`src/rtl/axi_limiter_pkg.sv`:
```
// Shared types and helpers for the memory-path outstanding limiter.
// Holds default widths and the counter-event classification used by every counter.
package axi_limiter_pkg;

    localparam int CNT_W_DEF  = 5;
    localparam int STAT_W_DEF = 32;

    typedef enum logic [1:0] {
        CTR_HOLD,
        CTR_INC,
        CTR_DEC,
        CTR_UNDERFLOW
    } ctr_act_t;

    function automatic logic hs(input logic valid, input logic ready);
        return valid & ready;
    endfunction

    // Simultaneous increment and decrement cancel; a lone decrement at zero is an underflow.
    function automatic ctr_act_t ctr_action(input logic inc, input logic dec, input logic is_zero);
        if (inc == dec) return CTR_HOLD;
        if (inc) return CTR_INC;
        return is_zero ? CTR_UNDERFLOW : CTR_DEC;
    endfunction

endpackage

```
`src/rtl/axi_mem_outstanding_limiter_if.sv`:
```
// AXI4 memory bus bundle between pardcore and addr_mapper.
// Every channel transfers on a cycle where valid and ready are both high; valid never waits on ready.
interface axi_mem_outstanding_limiter_if #(
    parameter int ADDR_W = 32,
    parameter int DATA_W = 64,
    parameter int ID_W   = 1,
    parameter int USER_W = 1
);
    logic [ID_W-1:0]     awid;
    logic [ADDR_W-1:0]   awaddr;
    logic [7:0]          awlen;
    logic [2:0]          awsize;
    logic [1:0]          awburst;
    logic                awlock;
    logic [3:0]          awcache;
    logic [2:0]          awprot;
    logic [3:0]          awqos;
    logic [USER_W-1:0]   awuser;
    logic                awvalid;
    logic                awready;
    logic [DATA_W-1:0]   wdata;
    logic [DATA_W/8-1:0] wstrb;
    logic                wlast;
    logic                wvalid;
    logic                wready;
    logic [ID_W-1:0]     bid;
    logic [1:0]          bresp;
    logic                bvalid;
    logic                bready;
    logic [ID_W-1:0]     arid;
    logic [ADDR_W-1:0]   araddr;
    logic [7:0]          arlen;
    logic [2:0]          arsize;
    logic [1:0]          arburst;
    logic                arlock;
    logic [3:0]          arcache;
    logic [2:0]          arprot;
    logic [3:0]          arqos;
    logic [USER_W-1:0]   aruser;
    logic                arvalid;
    logic                arready;
    logic [ID_W-1:0]     rid;
    logic [DATA_W-1:0]   rdata;
    logic [1:0]          rresp;
    logic                rlast;
    logic                rvalid;
    logic                rready;

    modport master (
        output awid, awaddr, awlen, awsize, awburst, awlock, awcache, awprot, awqos, awuser, awvalid,
        output wdata, wstrb, wlast, wvalid, bready,
        output arid, araddr, arlen, arsize, arburst, arlock, arcache, arprot, arqos, aruser, arvalid,
        output rready,
        input  awready, wready, bid, bresp, bvalid, arready, rid, rdata, rresp, rlast, rvalid
    );

    modport slave (
        input  awid, awaddr, awlen, awsize, awburst, awlock, awcache, awprot, awqos, awuser, awvalid,
        input  wdata, wstrb, wlast, wvalid, bready,
        input  arid, araddr, arlen, arsize, arburst, arlock, arcache, arprot, arqos, aruser, arvalid,
        input  rready,
        output awready, wready, bid, bresp, bvalid, arready, rid, rdata, rresp, rlast, rvalid
    );
endinterface

```
`src/rtl/outstanding_ctr.sv`:
```
// Up/down outstanding counter with cancel-on-collision, underflow detect and limit compare.
// Without a limit, ok reports a nonzero count (used as a credit-available flag).
module outstanding_ctr
    import axi_limiter_pkg::*;
#(
    parameter int CNT_W     = CNT_W_DEF,
    parameter bit HAS_LIMIT = 1'b1
) (
    input  logic             clk,
    input  logic             rst_n,
    input  logic             inc,
    input  logic             dec,
    input  logic [CNT_W-1:0] limit,
    output logic [CNT_W-1:0] count,
    output logic             ok,
    output logic             underflow
);
    ctr_act_t act;

    assign act       = ctr_action(inc, dec, count == '0);
    assign underflow = (act == CTR_UNDERFLOW);
    assign ok        = HAS_LIMIT ? (count < limit) : (count != '0);

    always_ff @(posedge clk or negedge rst_n) begin
        if (!rst_n) begin
            count <= '0;
        end else begin
            case (act)
                CTR_INC: count <= count + CNT_W'(1);
                CTR_DEC: count <= count - CNT_W'(1);
                default: count <= count;
            endcase
        end
    end
endmodule

```
`src/rtl/axi_mem_outstanding_limiter.sv`:
```
// Caps outstanding AXI4 read/write bursts and holds W behind its AW on the core memory path.
// Payload is pure pass-through; only request-side valid/ready are gated.
module axi_mem_outstanding_limiter
    import axi_limiter_pkg::*;
#(
    parameter int CNT_W  = CNT_W_DEF,
    parameter int STAT_W = STAT_W_DEF
) (
    input  logic                uncoreclk,
    input  logic                uncore_rstn,
    axi_mem_outstanding_limiter_if.slave  s_axi,
    axi_mem_outstanding_limiter_if.master m_axi,
    input  logic [CNT_W-1:0]    cfg_max_rd,
    input  logic [CNT_W-1:0]    cfg_max_wr,
    output logic [CNT_W-1:0]    stat_rd_outstanding,
    output logic [CNT_W-1:0]    stat_wr_outstanding,
    output logic [STAT_W-1:0]   stat_rd_stall,
    output logic [STAT_W-1:0]   stat_wr_stall,
    input  logic                stat_clear,
    output logic                err_sticky
);
    logic rd_ok, wr_ok, w_ok;
    logic ar_hs, r_last_hs, aw_hs, b_hs, w_last_hs;
    logic rd_uf, wr_uf, wc_uf;
    logic [CNT_W-1:0] w_cred_unused;

    assign m_axi.awid    = s_axi.awid;
    assign m_axi.awaddr  = s_axi.awaddr;
    assign m_axi.awlen   = s_axi.awlen;
    assign m_axi.awsize  = s_axi.awsize;
    assign m_axi.awburst = s_axi.awburst;
    assign m_axi.awlock  = s_axi.awlock;
    assign m_axi.awcache = s_axi.awcache;
    assign m_axi.awprot  = s_axi.awprot;
    assign m_axi.awqos   = s_axi.awqos;
    assign m_axi.awuser  = s_axi.awuser;
    assign m_axi.wdata   = s_axi.wdata;
    assign m_axi.wstrb   = s_axi.wstrb;
    assign m_axi.wlast   = s_axi.wlast;
    assign m_axi.arid    = s_axi.arid;
    assign m_axi.araddr  = s_axi.araddr;
    assign m_axi.arlen   = s_axi.arlen;
    assign m_axi.arsize  = s_axi.arsize;
    assign m_axi.arburst = s_axi.arburst;
    assign m_axi.arlock  = s_axi.arlock;
    assign m_axi.arcache = s_axi.arcache;
    assign m_axi.arprot  = s_axi.arprot;
    assign m_axi.arqos   = s_axi.arqos;
    assign m_axi.aruser  = s_axi.aruser;
    assign s_axi.bid     = m_axi.bid;
    assign s_axi.bresp   = m_axi.bresp;
    assign s_axi.rid     = m_axi.rid;
    assign s_axi.rdata   = m_axi.rdata;
    assign s_axi.rresp   = m_axi.rresp;
    assign s_axi.rlast   = m_axi.rlast;

    // Responses are never gated: throttling them could deadlock the drain.
    assign s_axi.bvalid  = m_axi.bvalid;
    assign m_axi.bready  = s_axi.bready;
    assign s_axi.rvalid  = m_axi.rvalid;
    assign m_axi.rready  = s_axi.rready;

    assign m_axi.arvalid = s_axi.arvalid & rd_ok;
    assign s_axi.arready = m_axi.arready & rd_ok;
    assign m_axi.awvalid = s_axi.awvalid & wr_ok;
    assign s_axi.awready = m_axi.awready & wr_ok;
    assign m_axi.wvalid  = s_axi.wvalid & w_ok;
    assign s_axi.wready  = m_axi.wready & w_ok;

    assign ar_hs     = hs(m_axi.arvalid, m_axi.arready);
    assign r_last_hs = hs(m_axi.rvalid, s_axi.rready) & m_axi.rlast;
    assign aw_hs     = hs(m_axi.awvalid, m_axi.awready);
    assign b_hs      = hs(m_axi.bvalid, s_axi.bready);
    assign w_last_hs = hs(m_axi.wvalid, m_axi.wready) & s_axi.wlast;

    outstanding_ctr #(.CNT_W(CNT_W), .HAS_LIMIT(1'b1)) u_rd_ctr (
        .clk(uncoreclk), .rst_n(uncore_rstn), .inc(ar_hs), .dec(r_last_hs),
        .limit(cfg_max_rd), .count(stat_rd_outstanding), .ok(rd_ok), .underflow(rd_uf)
    );

    outstanding_ctr #(.CNT_W(CNT_W), .HAS_LIMIT(1'b1)) u_wr_ctr (
        .clk(uncoreclk), .rst_n(uncore_rstn), .inc(aw_hs), .dec(b_hs),
        .limit(cfg_max_wr), .count(stat_wr_outstanding), .ok(wr_ok), .underflow(wr_uf)
    );

    // W credit: one per accepted AW, returned when that burst's last beat goes out.
    outstanding_ctr #(.CNT_W(CNT_W), .HAS_LIMIT(1'b0)) u_w_cred (
        .clk(uncoreclk), .rst_n(uncore_rstn), .inc(aw_hs), .dec(w_last_hs),
        .limit('0), .count(w_cred_unused), .ok(w_ok), .underflow(wc_uf)
    );

    always_ff @(posedge uncoreclk or negedge uncore_rstn) begin
        if (!uncore_rstn) begin
            stat_rd_stall <= '0;
            stat_wr_stall <= '0;
            err_sticky    <= 1'b0;
        end else begin
            if (stat_clear) begin
                stat_rd_stall <= '0;
                stat_wr_stall <= '0;
            end else begin
                if (s_axi.arvalid && !rd_ok && !(&stat_rd_stall))
                    stat_rd_stall <= stat_rd_stall + STAT_W'(1);
                if (s_axi.awvalid && !wr_ok && !(&stat_wr_stall))
                    stat_wr_stall <= stat_wr_stall + STAT_W'(1);
            end
            if (rd_uf || wr_uf || wc_uf)
                err_sticky <= 1'b1;
        end
    end
endmodule

```
`src/flat_wrapper.sv`:
```
// flat-port wrapper written by rule: the top's interface ports become plain ports
module axi_mem_outstanding_limiter_flat import axi_limiter_pkg::*;
#(
    parameter int CNT_W  = CNT_W_DEF,
    parameter int STAT_W = STAT_W_DEF
)
  (uncoreclk, uncore_rstn, cfg_max_rd, cfg_max_wr, stat_rd_outstanding, stat_wr_outstanding, stat_rd_stall, stat_wr_stall, stat_clear, err_sticky, s_axi_awid, s_axi_awaddr, s_axi_awlen, s_axi_awsize, s_axi_awburst, s_axi_awlock, s_axi_awcache, s_axi_awprot, s_axi_awqos, s_axi_awuser, s_axi_awvalid, s_axi_wdata, s_axi_wstrb, s_axi_wlast, s_axi_wvalid, s_axi_bready, s_axi_arid, s_axi_araddr, s_axi_arlen, s_axi_arsize, s_axi_arburst, s_axi_arlock, s_axi_arcache, s_axi_arprot, s_axi_arqos, s_axi_aruser, s_axi_arvalid, s_axi_rready, s_axi_awready, s_axi_wready, s_axi_bid, s_axi_bresp, s_axi_bvalid, s_axi_arready, s_axi_rid, s_axi_rdata, s_axi_rresp, s_axi_rlast, s_axi_rvalid, m_axi_awid, m_axi_awaddr, m_axi_awlen, m_axi_awsize, m_axi_awburst, m_axi_awlock, m_axi_awcache, m_axi_awprot, m_axi_awqos, m_axi_awuser, m_axi_awvalid, m_axi_wdata, m_axi_wstrb, m_axi_wlast, m_axi_wvalid, m_axi_bready, m_axi_arid, m_axi_araddr, m_axi_arlen, m_axi_arsize, m_axi_arburst, m_axi_arlock, m_axi_arcache, m_axi_arprot, m_axi_arqos, m_axi_aruser, m_axi_arvalid, m_axi_rready, m_axi_awready, m_axi_wready, m_axi_bid, m_axi_bresp, m_axi_bvalid, m_axi_arready, m_axi_rid, m_axi_rdata, m_axi_rresp, m_axi_rlast, m_axi_rvalid);
  axi_mem_outstanding_limiter_if s_axi_i ();
  axi_mem_outstanding_limiter_if m_axi_i ();
  input  logic uncoreclk;
  input  logic uncore_rstn;
  input  logic [CNT_W-1:0] cfg_max_rd;
  input  logic [CNT_W-1:0] cfg_max_wr;
  output logic [CNT_W-1:0] stat_rd_outstanding;
  output logic [CNT_W-1:0] stat_wr_outstanding;
  output logic [STAT_W-1:0] stat_rd_stall;
  output logic [STAT_W-1:0] stat_wr_stall;
  input  logic stat_clear;
  output logic err_sticky;
  input wire logic [$bits(s_axi_i.awid)-1:0] s_axi_awid;
  input wire logic [$bits(s_axi_i.awaddr)-1:0] s_axi_awaddr;
  input wire logic [$bits(s_axi_i.awlen)-1:0] s_axi_awlen;
  input wire logic [$bits(s_axi_i.awsize)-1:0] s_axi_awsize;
  input wire logic [$bits(s_axi_i.awburst)-1:0] s_axi_awburst;
  input wire logic [$bits(s_axi_i.awlock)-1:0] s_axi_awlock;
  input wire logic [$bits(s_axi_i.awcache)-1:0] s_axi_awcache;
  input wire logic [$bits(s_axi_i.awprot)-1:0] s_axi_awprot;
  input wire logic [$bits(s_axi_i.awqos)-1:0] s_axi_awqos;
  input wire logic [$bits(s_axi_i.awuser)-1:0] s_axi_awuser;
  input wire logic [$bits(s_axi_i.awvalid)-1:0] s_axi_awvalid;
  input wire logic [$bits(s_axi_i.wdata)-1:0] s_axi_wdata;
  input wire logic [$bits(s_axi_i.wstrb)-1:0] s_axi_wstrb;
  input wire logic [$bits(s_axi_i.wlast)-1:0] s_axi_wlast;
  input wire logic [$bits(s_axi_i.wvalid)-1:0] s_axi_wvalid;
  input wire logic [$bits(s_axi_i.bready)-1:0] s_axi_bready;
  input wire logic [$bits(s_axi_i.arid)-1:0] s_axi_arid;
  input wire logic [$bits(s_axi_i.araddr)-1:0] s_axi_araddr;
  input wire logic [$bits(s_axi_i.arlen)-1:0] s_axi_arlen;
  input wire logic [$bits(s_axi_i.arsize)-1:0] s_axi_arsize;
  input wire logic [$bits(s_axi_i.arburst)-1:0] s_axi_arburst;
  input wire logic [$bits(s_axi_i.arlock)-1:0] s_axi_arlock;
  input wire logic [$bits(s_axi_i.arcache)-1:0] s_axi_arcache;
  input wire logic [$bits(s_axi_i.arprot)-1:0] s_axi_arprot;
  input wire logic [$bits(s_axi_i.arqos)-1:0] s_axi_arqos;
  input wire logic [$bits(s_axi_i.aruser)-1:0] s_axi_aruser;
  input wire logic [$bits(s_axi_i.arvalid)-1:0] s_axi_arvalid;
  input wire logic [$bits(s_axi_i.rready)-1:0] s_axi_rready;
  output wire logic [$bits(s_axi_i.awready)-1:0] s_axi_awready;
  output wire logic [$bits(s_axi_i.wready)-1:0] s_axi_wready;
  output wire logic [$bits(s_axi_i.bid)-1:0] s_axi_bid;
  output wire logic [$bits(s_axi_i.bresp)-1:0] s_axi_bresp;
  output wire logic [$bits(s_axi_i.bvalid)-1:0] s_axi_bvalid;
  output wire logic [$bits(s_axi_i.arready)-1:0] s_axi_arready;
  output wire logic [$bits(s_axi_i.rid)-1:0] s_axi_rid;
  output wire logic [$bits(s_axi_i.rdata)-1:0] s_axi_rdata;
  output wire logic [$bits(s_axi_i.rresp)-1:0] s_axi_rresp;
  output wire logic [$bits(s_axi_i.rlast)-1:0] s_axi_rlast;
  output wire logic [$bits(s_axi_i.rvalid)-1:0] s_axi_rvalid;
  output wire logic [$bits(m_axi_i.awid)-1:0] m_axi_awid;
  output wire logic [$bits(m_axi_i.awaddr)-1:0] m_axi_awaddr;
  output wire logic [$bits(m_axi_i.awlen)-1:0] m_axi_awlen;
  output wire logic [$bits(m_axi_i.awsize)-1:0] m_axi_awsize;
  output wire logic [$bits(m_axi_i.awburst)-1:0] m_axi_awburst;
  output wire logic [$bits(m_axi_i.awlock)-1:0] m_axi_awlock;
  output wire logic [$bits(m_axi_i.awcache)-1:0] m_axi_awcache;
  output wire logic [$bits(m_axi_i.awprot)-1:0] m_axi_awprot;
  output wire logic [$bits(m_axi_i.awqos)-1:0] m_axi_awqos;
  output wire logic [$bits(m_axi_i.awuser)-1:0] m_axi_awuser;
  output wire logic [$bits(m_axi_i.awvalid)-1:0] m_axi_awvalid;
  output wire logic [$bits(m_axi_i.wdata)-1:0] m_axi_wdata;
  output wire logic [$bits(m_axi_i.wstrb)-1:0] m_axi_wstrb;
  output wire logic [$bits(m_axi_i.wlast)-1:0] m_axi_wlast;
  output wire logic [$bits(m_axi_i.wvalid)-1:0] m_axi_wvalid;
  output wire logic [$bits(m_axi_i.bready)-1:0] m_axi_bready;
  output wire logic [$bits(m_axi_i.arid)-1:0] m_axi_arid;
  output wire logic [$bits(m_axi_i.araddr)-1:0] m_axi_araddr;
  output wire logic [$bits(m_axi_i.arlen)-1:0] m_axi_arlen;
  output wire logic [$bits(m_axi_i.arsize)-1:0] m_axi_arsize;
  output wire logic [$bits(m_axi_i.arburst)-1:0] m_axi_arburst;
  output wire logic [$bits(m_axi_i.arlock)-1:0] m_axi_arlock;
  output wire logic [$bits(m_axi_i.arcache)-1:0] m_axi_arcache;
  output wire logic [$bits(m_axi_i.arprot)-1:0] m_axi_arprot;
  output wire logic [$bits(m_axi_i.arqos)-1:0] m_axi_arqos;
  output wire logic [$bits(m_axi_i.aruser)-1:0] m_axi_aruser;
  output wire logic [$bits(m_axi_i.arvalid)-1:0] m_axi_arvalid;
  output wire logic [$bits(m_axi_i.rready)-1:0] m_axi_rready;
  input wire logic [$bits(m_axi_i.awready)-1:0] m_axi_awready;
  input wire logic [$bits(m_axi_i.wready)-1:0] m_axi_wready;
  input wire logic [$bits(m_axi_i.bid)-1:0] m_axi_bid;
  input wire logic [$bits(m_axi_i.bresp)-1:0] m_axi_bresp;
  input wire logic [$bits(m_axi_i.bvalid)-1:0] m_axi_bvalid;
  input wire logic [$bits(m_axi_i.arready)-1:0] m_axi_arready;
  input wire logic [$bits(m_axi_i.rid)-1:0] m_axi_rid;
  input wire logic [$bits(m_axi_i.rdata)-1:0] m_axi_rdata;
  input wire logic [$bits(m_axi_i.rresp)-1:0] m_axi_rresp;
  input wire logic [$bits(m_axi_i.rlast)-1:0] m_axi_rlast;
  input wire logic [$bits(m_axi_i.rvalid)-1:0] m_axi_rvalid;
  assign s_axi_i.awid = s_axi_awid;
  assign s_axi_i.awaddr = s_axi_awaddr;
  assign s_axi_i.awlen = s_axi_awlen;
  assign s_axi_i.awsize = s_axi_awsize;
  assign s_axi_i.awburst = s_axi_awburst;
  assign s_axi_i.awlock = s_axi_awlock;
  assign s_axi_i.awcache = s_axi_awcache;
  assign s_axi_i.awprot = s_axi_awprot;
  assign s_axi_i.awqos = s_axi_awqos;
  assign s_axi_i.awuser = s_axi_awuser;
  assign s_axi_i.awvalid = s_axi_awvalid;
  assign s_axi_i.wdata = s_axi_wdata;
  assign s_axi_i.wstrb = s_axi_wstrb;
  assign s_axi_i.wlast = s_axi_wlast;
  assign s_axi_i.wvalid = s_axi_wvalid;
  assign s_axi_i.bready = s_axi_bready;
  assign s_axi_i.arid = s_axi_arid;
  assign s_axi_i.araddr = s_axi_araddr;
  assign s_axi_i.arlen = s_axi_arlen;
  assign s_axi_i.arsize = s_axi_arsize;
  assign s_axi_i.arburst = s_axi_arburst;
  assign s_axi_i.arlock = s_axi_arlock;
  assign s_axi_i.arcache = s_axi_arcache;
  assign s_axi_i.arprot = s_axi_arprot;
  assign s_axi_i.arqos = s_axi_arqos;
  assign s_axi_i.aruser = s_axi_aruser;
  assign s_axi_i.arvalid = s_axi_arvalid;
  assign s_axi_i.rready = s_axi_rready;
  assign s_axi_awready = s_axi_i.awready;
  assign s_axi_wready = s_axi_i.wready;
  assign s_axi_bid = s_axi_i.bid;
  assign s_axi_bresp = s_axi_i.bresp;
  assign s_axi_bvalid = s_axi_i.bvalid;
  assign s_axi_arready = s_axi_i.arready;
  assign s_axi_rid = s_axi_i.rid;
  assign s_axi_rdata = s_axi_i.rdata;
  assign s_axi_rresp = s_axi_i.rresp;
  assign s_axi_rlast = s_axi_i.rlast;
  assign s_axi_rvalid = s_axi_i.rvalid;
  assign m_axi_awid = m_axi_i.awid;
  assign m_axi_awaddr = m_axi_i.awaddr;
  assign m_axi_awlen = m_axi_i.awlen;
  assign m_axi_awsize = m_axi_i.awsize;
  assign m_axi_awburst = m_axi_i.awburst;
  assign m_axi_awlock = m_axi_i.awlock;
  assign m_axi_awcache = m_axi_i.awcache;
  assign m_axi_awprot = m_axi_i.awprot;
  assign m_axi_awqos = m_axi_i.awqos;
  assign m_axi_awuser = m_axi_i.awuser;
  assign m_axi_awvalid = m_axi_i.awvalid;
  assign m_axi_wdata = m_axi_i.wdata;
  assign m_axi_wstrb = m_axi_i.wstrb;
  assign m_axi_wlast = m_axi_i.wlast;
  assign m_axi_wvalid = m_axi_i.wvalid;
  assign m_axi_bready = m_axi_i.bready;
  assign m_axi_arid = m_axi_i.arid;
  assign m_axi_araddr = m_axi_i.araddr;
  assign m_axi_arlen = m_axi_i.arlen;
  assign m_axi_arsize = m_axi_i.arsize;
  assign m_axi_arburst = m_axi_i.arburst;
  assign m_axi_arlock = m_axi_i.arlock;
  assign m_axi_arcache = m_axi_i.arcache;
  assign m_axi_arprot = m_axi_i.arprot;
  assign m_axi_arqos = m_axi_i.arqos;
  assign m_axi_aruser = m_axi_i.aruser;
  assign m_axi_arvalid = m_axi_i.arvalid;
  assign m_axi_rready = m_axi_i.rready;
  assign m_axi_i.awready = m_axi_awready;
  assign m_axi_i.wready = m_axi_wready;
  assign m_axi_i.bid = m_axi_bid;
  assign m_axi_i.bresp = m_axi_bresp;
  assign m_axi_i.bvalid = m_axi_bvalid;
  assign m_axi_i.arready = m_axi_arready;
  assign m_axi_i.rid = m_axi_rid;
  assign m_axi_i.rdata = m_axi_rdata;
  assign m_axi_i.rresp = m_axi_rresp;
  assign m_axi_i.rlast = m_axi_rlast;
  assign m_axi_i.rvalid = m_axi_rvalid;
  axi_mem_outstanding_limiter #(.CNT_W(CNT_W), .STAT_W(STAT_W)) u_core (.uncoreclk(uncoreclk), .uncore_rstn(uncore_rstn), .s_axi(s_axi_i), .m_axi(m_axi_i), .cfg_max_rd(cfg_max_rd), .cfg_max_wr(cfg_max_wr), .stat_rd_outstanding(stat_rd_outstanding), .stat_wr_outstanding(stat_wr_outstanding), .stat_rd_stall(stat_rd_stall), .stat_wr_stall(stat_wr_stall), .stat_clear(stat_clear), .err_sticky(err_sticky));
endmodule
```
`config.mk`:
```
export PLATFORM = sky130hd
export DESIGN_NAME = axi_mem_outstanding_limiter_flat
export DESIGN_NICKNAME = d
export VERILOG_FILES = /design/src/rtl/axi_limiter_pkg.sv /design/src/rtl/axi_mem_outstanding_limiter_if.sv /design/src/rtl/outstanding_ctr.sv /design/src/rtl/axi_mem_outstanding_limiter.sv /design/src/flat_wrapper.sv
export SDC_FILE = /design/constraint.sdc
export NUM_CORES = 1
export LEC_CHECK = 0
export ABC_AREA = 1
export CORE_AREA = 2 2 243 245
export CTS_CLUSTER_SIZE = 14
export DETAILED_ROUTE_END_ITERATION = 8
export DIE_AREA = 0 0 245 247
export PLACE_DENSITY = 0.44
export SYNTH_ARGS = -nofsm -noshare
export SYNTH_HDL_FRONTEND = slang
export SYNTH_SLANG_ARGS = --single-unit
```
`constraint.sdc`:
```
create_clock -name uncoreclk -period 4.1 [get_ports uncoreclk]
set_clock_uncertainty 0.1 [all_clocks]
set_input_delay 0.41 -clock uncoreclk [delete_from_list [all_inputs] [get_ports uncoreclk]]
set_output_delay 0.41 -clock uncoreclk [all_outputs]
set_load 0.02 [all_outputs]
```
* Word level (Yosys, flattened, before mapping)
Cells that the tools add are included.
Widths: inputs -> output; s select.
** Operators by class
- Add/sub/neg operators :: 8
- Equal/unequal tests :: 12
- Reductions and logical operators :: 21
- Bitwise logic cells :: 13
- Shifts and indexed selects :: 0
- Multiply operators :: 0
- Order comparisons :: 2
- Divide/modulo/power cells :: 0
- Muxes and demuxes :: 30
** Operators with widths (number)
- $mux 32 :: 4
- $add 32x1->32 const B :: 2
- $reduce_and 32->1 :: 2
- $pmux 5 s2 :: 3
- $mux 2 :: 12
- $add 5x1->5 const B :: 3
- $logic_not 5->1 :: 3
- $sub 5x1->5 const B :: 3
- $and 1x1->1 :: 13
- $eq 2x2->1 const B :: 6
- $mux 1 :: 11
- $lt 5x5->1 :: 2
- $reduce_bool 2->1 :: 5
- $eq 2x1->1 const B :: 3
- $reduce_bool 5->1 :: 1
- $logic_and 1x1->1 :: 4
- $logic_not 1->1 :: 4
- $eq 1x1->1 :: 3
- $logic_or 1x1->1 :: 2
** Storage, ports and cells
- Register bits after elaboration :: 80
- Bits in latches :: 0
- Bits in writable memories :: 0
- Memory bits (read-only) :: 0
- Input port bits :: 285
- Memories kept :: 0

* Longest topological paths before layout
- Depth after elaboration :: 11
- Mapped depth :: 22
- Depth with buffers taken out :: 21

* By module
Synthesis repeated with hierarchy kept, for this count alone.
** Unflattened totals
- Cells, all modules :: 1185
- Area, all modules :: 8100.3 µm²
** Modules (own cells, without submodules)
- axi_mem_outstanding_limiter :: instances 1, cells each 976, area an instance 6605.1 µm²
- outstanding_ctr (u_core.u_rd_ctr ...) :: instances 2, cells each 75, area an instance 528.0 µm²
- outstanding_ctr (u_core.u_w_cred) :: instances 1, cells each 59, area an instance 439.2 µm²

* Least setup slack after synthesis
Ideal clock, no wire load.
- Path kind :: register to register
- Start :: register u_core.u_wr_ctr.count[4]
- End :: register u_core.u_wr_ctr.count[4]
- Data arrival time :: 3.347 ns
- Buffers on the path :: 1
- Stages on the path, launching flop included :: 22
- Required time :: 3.883 ns
- Slack :: 0.537 ns
- Cells stage by stage :: dfrtp_1 -> ha_1 -> nand2_1 -> inv_1 -> nand2_1 -> nand3_1 -> nor2_1 -> nand2_1 -> ha_1 -> a21oi_1 -> inv_1 -> ha_1 -> clkbuf_1 -> xor2_1 -> ha_1 -> a21oi_1 -> nor2_1 -> nand2_1 -> nand2_1 -> xor2_1 -> nand2_1 -> nand2_1
** Between the ends
- Longest elaborated chain between the ends :: 9
** Ends and longest elaborated chain
- start, declared :: line outstanding_ctr.sv:14 : output logic [CNT_W-1:0] count,
- start signal, assigned :: line outstanding_ctr.sv:29 : CTR_INC: count <= count + CNT_W'(1);
- start signal, assigned :: line outstanding_ctr.sv:30 : CTR_DEC: count <= count - CNT_W'(1);
- start signal, assigned :: line outstanding_ctr.sv:31 : default: count <= count;
- $lt 5x5->1 :: line outstanding_ctr.sv:22 : assign ok = HAS_LIMIT ? (count < limit) : (count != '0);
- $and 1x1->1 :: line axi_mem_outstanding_limiter.sv:65 : assign m_axi.awvalid = s_axi.awvalid & wr_ok;
- $and 1x1->1 :: line axi_limiter_pkg.sv:16 : return valid & ready;
- $mux 1 (2 in series) :: line axi_limiter_pkg.sv:22 : if (inc) return CTR_INC;
- $mux 2 :: line axi_limiter_pkg.sv:23 : return is_zero ? CTR_UNDERFLOW : CTR_DEC;
- $mux 2 :: line axi_limiter_pkg.sv:22
- $eq 2x2->1 or $eq 2x1->1 (tied branches) :: line outstanding_ctr.sv:28 : case (act)
- $pmux 5 s2 or $reduce_bool 2->1 (tied branches)
Several ways; a longest one is shown, not always the timed one. The select of a mux whose other input is x is not followed.
A chain may end at the register's enable or synchronous reset.

* Worst setup path after layout
- Start :: input cfg_max_wr[4]
- End :: register u_core.u_w_cred.count[4]
** Between the ends
- Longest elaborated chain between the ends :: 9
** Ends and longest elaborated chain
- start, declared :: line flat_wrapper.sv:13 : input logic [CNT_W-1:0] cfg_max_wr;
- $lt 5x5->1 * :: line outstanding_ctr.sv:22
- $and 1x1->1 * :: line axi_mem_outstanding_limiter.sv:65
- $and 1x1->1 * :: line axi_limiter_pkg.sv:16
- $mux 1 (2 in series) :: line axi_limiter_pkg.sv:22
- $mux 2 :: line axi_limiter_pkg.sv:23
- $mux 2 * :: line axi_limiter_pkg.sv:22
- $eq 2x2->1 or $eq 2x1->1 (tied branches) :: line outstanding_ctr.sv:28
- $pmux 5 s2 or $reduce_bool 2->1 (tied branches)
- end signal, assigned :: line outstanding_ctr.sv:29
- end signal, assigned :: line outstanding_ctr.sv:30
- end signal, assigned :: line outstanding_ctr.sv:31
- end, declared :: line outstanding_ctr.sv:14
Mark *: on every way between the ends. The rest lies on a longest branch, timed or not. The select of a mux whose other input is x is not followed.

==> impl_metrics.env <==
export IMPL_outcome="finished, final reports clean"
export IMPL_setup_viol=0
export IMPL_syn_nets=1430
export IMPL_holdWs_ns=0.0438
export IMPL_reg2reg_depth=20
export IMPL_cts_root_buf="clkbuf_16"
export IMPL_cts_buffers_inserted=9
export IMPL_powerDensity_nw_per_um2=355
export IMPL_end_kind="flip-flop"
export IMPL_slowest_stage="clkdlybuf4s50_1"
export IMPL_max_slew_margin_rel_pct=38.4
export IMPL_tightest_slew_ns=0.925
export IMPL_slew_viol_final=0
export IMPL_rsz0062_at_grt="no"
export IMPL_synthXorXnorAreaFrac_pct=5.11
export IMPL_slowest_delay_ns=0.46
export IMPL_io_buffers=111
export IMPL_post_cts_buffers=0
export IMPL_fin_crit_sh_pct=85.8
export IMPL_synth_compound_area_share_pct=5.38
export IMPL_ant_nets=0
export IMPL_setup_worst_path_class="in2reg"
export IMPL_dpl_hpwl_um=19900
export IMPL_dp_cells=1722
export IMPL_final_nets=1271
export IMPL_clock_sinks=80
export IMPL_ys_warn_count=0
export IMPL_hold_viol=0
export IMPL_grt_pass1_wl_um=38000
export IMPL_n_fill_cell=6650
export IMPL_yosysSeqAreaShare_pct=24.9
export IMPL_die_w_um=245
export IMPL_synth_area_per_cell_um2=7.19
export IMPL_cts_buffer_depth=2
export IMPL_path_buf_inv=4
export IMPL_cp_arrival_ns=3.69
export IMPL_layout_common_cells="nand2_1, clkdlybuf4s50_1, nor2_1"
export IMPL_p_leak_nw=3.44
export IMPL_synth_top_family_by_area="buffers and inverters"
export IMPL_die_area_um2=60500
export IMPL_wl_um=25700
export IMPL_maxCapViolCount=0
export IMPL_placed_area_um2=8000
export IMPL_initial_core_util_pct=13.8
export IMPL_ys_ff_latch=80
export IMPL_peakVddDrop_mv=0.149
export IMPL_path_clk_slew_ns=0.07
export IMPL_detail_route_first_pass_iterations=5
export IMPL_synth_fa_ha_area_share_pct=4.04
export IMPL_cp_max_fo=5
export IMPL_grt_usage_pct=8.45
export IMPL_start_kind="input port"
export IMPL_dieHeight_um=247
export IMPL_final_area_um2=8300
export IMPL_syn_area_um2=8050
export IMPL_min_period_ns=3.52
export IMPL_reg2reg_slack_ns=0.59
export IMPL_grt_antenna_before_repair=0
export IMPL_htreeDepth=3
export IMPL_syn_inst=1119
export IMPL_drt_initial_drc_count=332
export IMPL_wl_per_cell_um=14.8
export IMPL_layoutNonFillerInstCount=1739
export IMPL_grt_max_degree=65
export IMPL_vias=6012
export IMPL_power_total_w=0.00295
export IMPL_reg2reg_from="u_core.u_wr_ctr.count[4]"
export IMPL_drive_gt1_share_pct=9.22
export IMPL_postCtsResizedCells=0
export IMPL_area_delta_synth_final_pct=3.16
export IMPL_hold_class="in2async"
export IMPL_placementRows=89
export IMPL_cp_cell_sequence="clkdlybuf4s50_1 > inv_1 > ha_1 > nand2_1 > inv_1 > nand2_1 > nand3_1 > nor2_1 > nand2_1 > ha_1 > a21oi_1 > inv_1 > ha_1 > xor2_1 > ha_1 > a21oi_1 > nor2_1 > nand2_1 > nand2_1 > xor2_1 > nand2_1 > nand2_1"
export IMPL_place_congestion=0.808
export IMPL_grt_pass1_vias=5865
export IMPL_synth_simple_area_share_pct=29.6
export IMPL_ys_types=36
export IMPL_fin_tns_setup_ns=0
export IMPL_drc=0
export IMPL_cts_tree="built"
export IMPL_core_area_um2=58200
export IMPL_cp_top_family="adder cells"
export IMPL_crit_top_cell="nand2_1"
export IMPL_grt_overflow=0
export IMPL_worst_ep_required_time_ns=4.27
export IMPL_postCtsHoldBufs=0
export IMPL_ios=632
export IMPL_clk_insertion_delay_late_ns=0.38
export IMPL_via_per_inst=3.46
export IMPL_timing_fmax_mhz=284
export IMPL_rr_endpoint="u_core.u_w_cred.count[4]"
export IMPL_layout_commonest_cell="nand2_1"
export IMPL_synth_area_mux_share_pct=0
stage by stage:
step	utilization (%)	setup slack, ns
floorplan	-	0.537
global route	14.3	0.200
CTS	14.3	0.603
finish	14.3	0.583
global placement	13.7	0.305
detailed placement	13.7	0.202
registers in the layout, indices dropped and copies added (netlist names):
signal / count
u_core.u_rd_ctr.count: 5
u_core.u_wr_ctr.count: 5
u_core.u_w_cred.count: 5
u_core.stat_wr_stall: 32
u_core.err_sticky: 1
u_core.stat_rd_stall: 32
Yosys cell counts:
library cell,instances,area [um2]
o21ai_2,28,245
nand4_1,1,6.26
xor2_1,21,184
o21ai_0,10,50.1
buf_6,7,78.8
a21oi_1,13,65.1
nor2_8,2,40.0
nor4_1,1,6.26
buf_1,1,3.75
nand2_4,4,45.0
o21ai_1,10,50.1
nor2_1,106,398
buf_12,1,20.0
nand2_2,9,56.3
nand3_2,11,110
nor2_4,3,33.8
nand2_1,269,1010
and3_1,1,6.26
nand2_8,1,20.0
inv_1,87,327
nand3b_1,11,82.6
dfrtp_1,80,2000
nor2_2,7,43.8
nor3b_1,1,7.51
nand3_4,1,17.5
buf_4,266,2000
clkbuf_1,2,7.51
nand3_1,99,495
a21boi_0,1,7.51
inv_2,2,7.51
ha_1,26,325
buf_8,1,15.0
buf_2,7,35.0
xnor2_1,26,228
o21bai_1,2,15.0
or4_1,1,7.51
logic make-up (layout without fill, tap and decap cells):
family | count (synthesis) | in the layout
AOI/OAI and AO/OA | 64 | 64
other | 0 | 1
and+or+nand+nor | 528 | 528
adders and majority gates | 26 | 26
buffers and inverters | 374 | 220
xor gates and xnor gates | 47 | 47
DFF | 80 | 80
worst max path at each step:
stage | to | slack (ns) | cells past startpoint | startpoint
after floorplan | u_core.u_wr_ctr.count[4] | 0.54 | 21 | u_core.u_wr_ctr.count[4]
after detailed placement | u_core.u_w_cred.count[4] | 0.20 | 22 | cfg_max_wr[4]
final | u_core.u_w_cred.count[4] | 0.58 | 22 | cfg_max_wr[4]
after CTS | u_core.u_w_cred.count[4] | 0.60 | 20 | u_core.u_wr_ctr.count[1]
after global routing | u_core.u_w_cred.count[4] | 0.20 | 20 | u_core.u_wr_ctr.count[3]
after global placement | u_core.u_w_cred.count[4] | 0.30 | 22 | cfg_max_wr[4]
cell type report:
class / count / area (um2) / share of cell area, %
antenna: 1 / 2.50 / 0.0301
clock buffer: 9 / 225 / 2.71
clock inverter: 7 / 77.6 / 0.934
inverter: 89 / 334 / 4.02
multi-input combinational: 665 / 3560 / 42.8
sequential: 80 / 2000 / 24.1
tap: 773 / 967 / 11.6
timing repair buffer: 115 / 1140 / 13.7
worst register-to-register path, delay by kind of cell (launching register included):
family                   cells  cell delay, ns
flip-flops                   1            0.48
adder cells (fa/ha/maj)      4            1.15
AND/OR/NAND/NOR             10            0.91
XOR/XNOR                     2            0.33
buffers and inverters        2            0.12
AO/OA/AOI/OAI                2            0.31
per-layer routing:
layer / GRT usage [%] / up-vias / wire length, um
li1: - / 2918 / -
met3: 4.05 / 124 / 2760
met4: 6.56 / 2 / 1800
met1: 9.52 / 2678 / 10100
met5: 0.490 / - / 35
met2: 12.2 / 290 / 11000
where the power goes:
group          internal, W  leakage [nW]  switching (W)
registers         0.000872          1.09       0.000147
clock network     0.000480         0.152       0.000419
logic             0.000393          2.20       0.000637
total              0.00175          3.44        0.00120
Power figures use the tool's default switching activity.
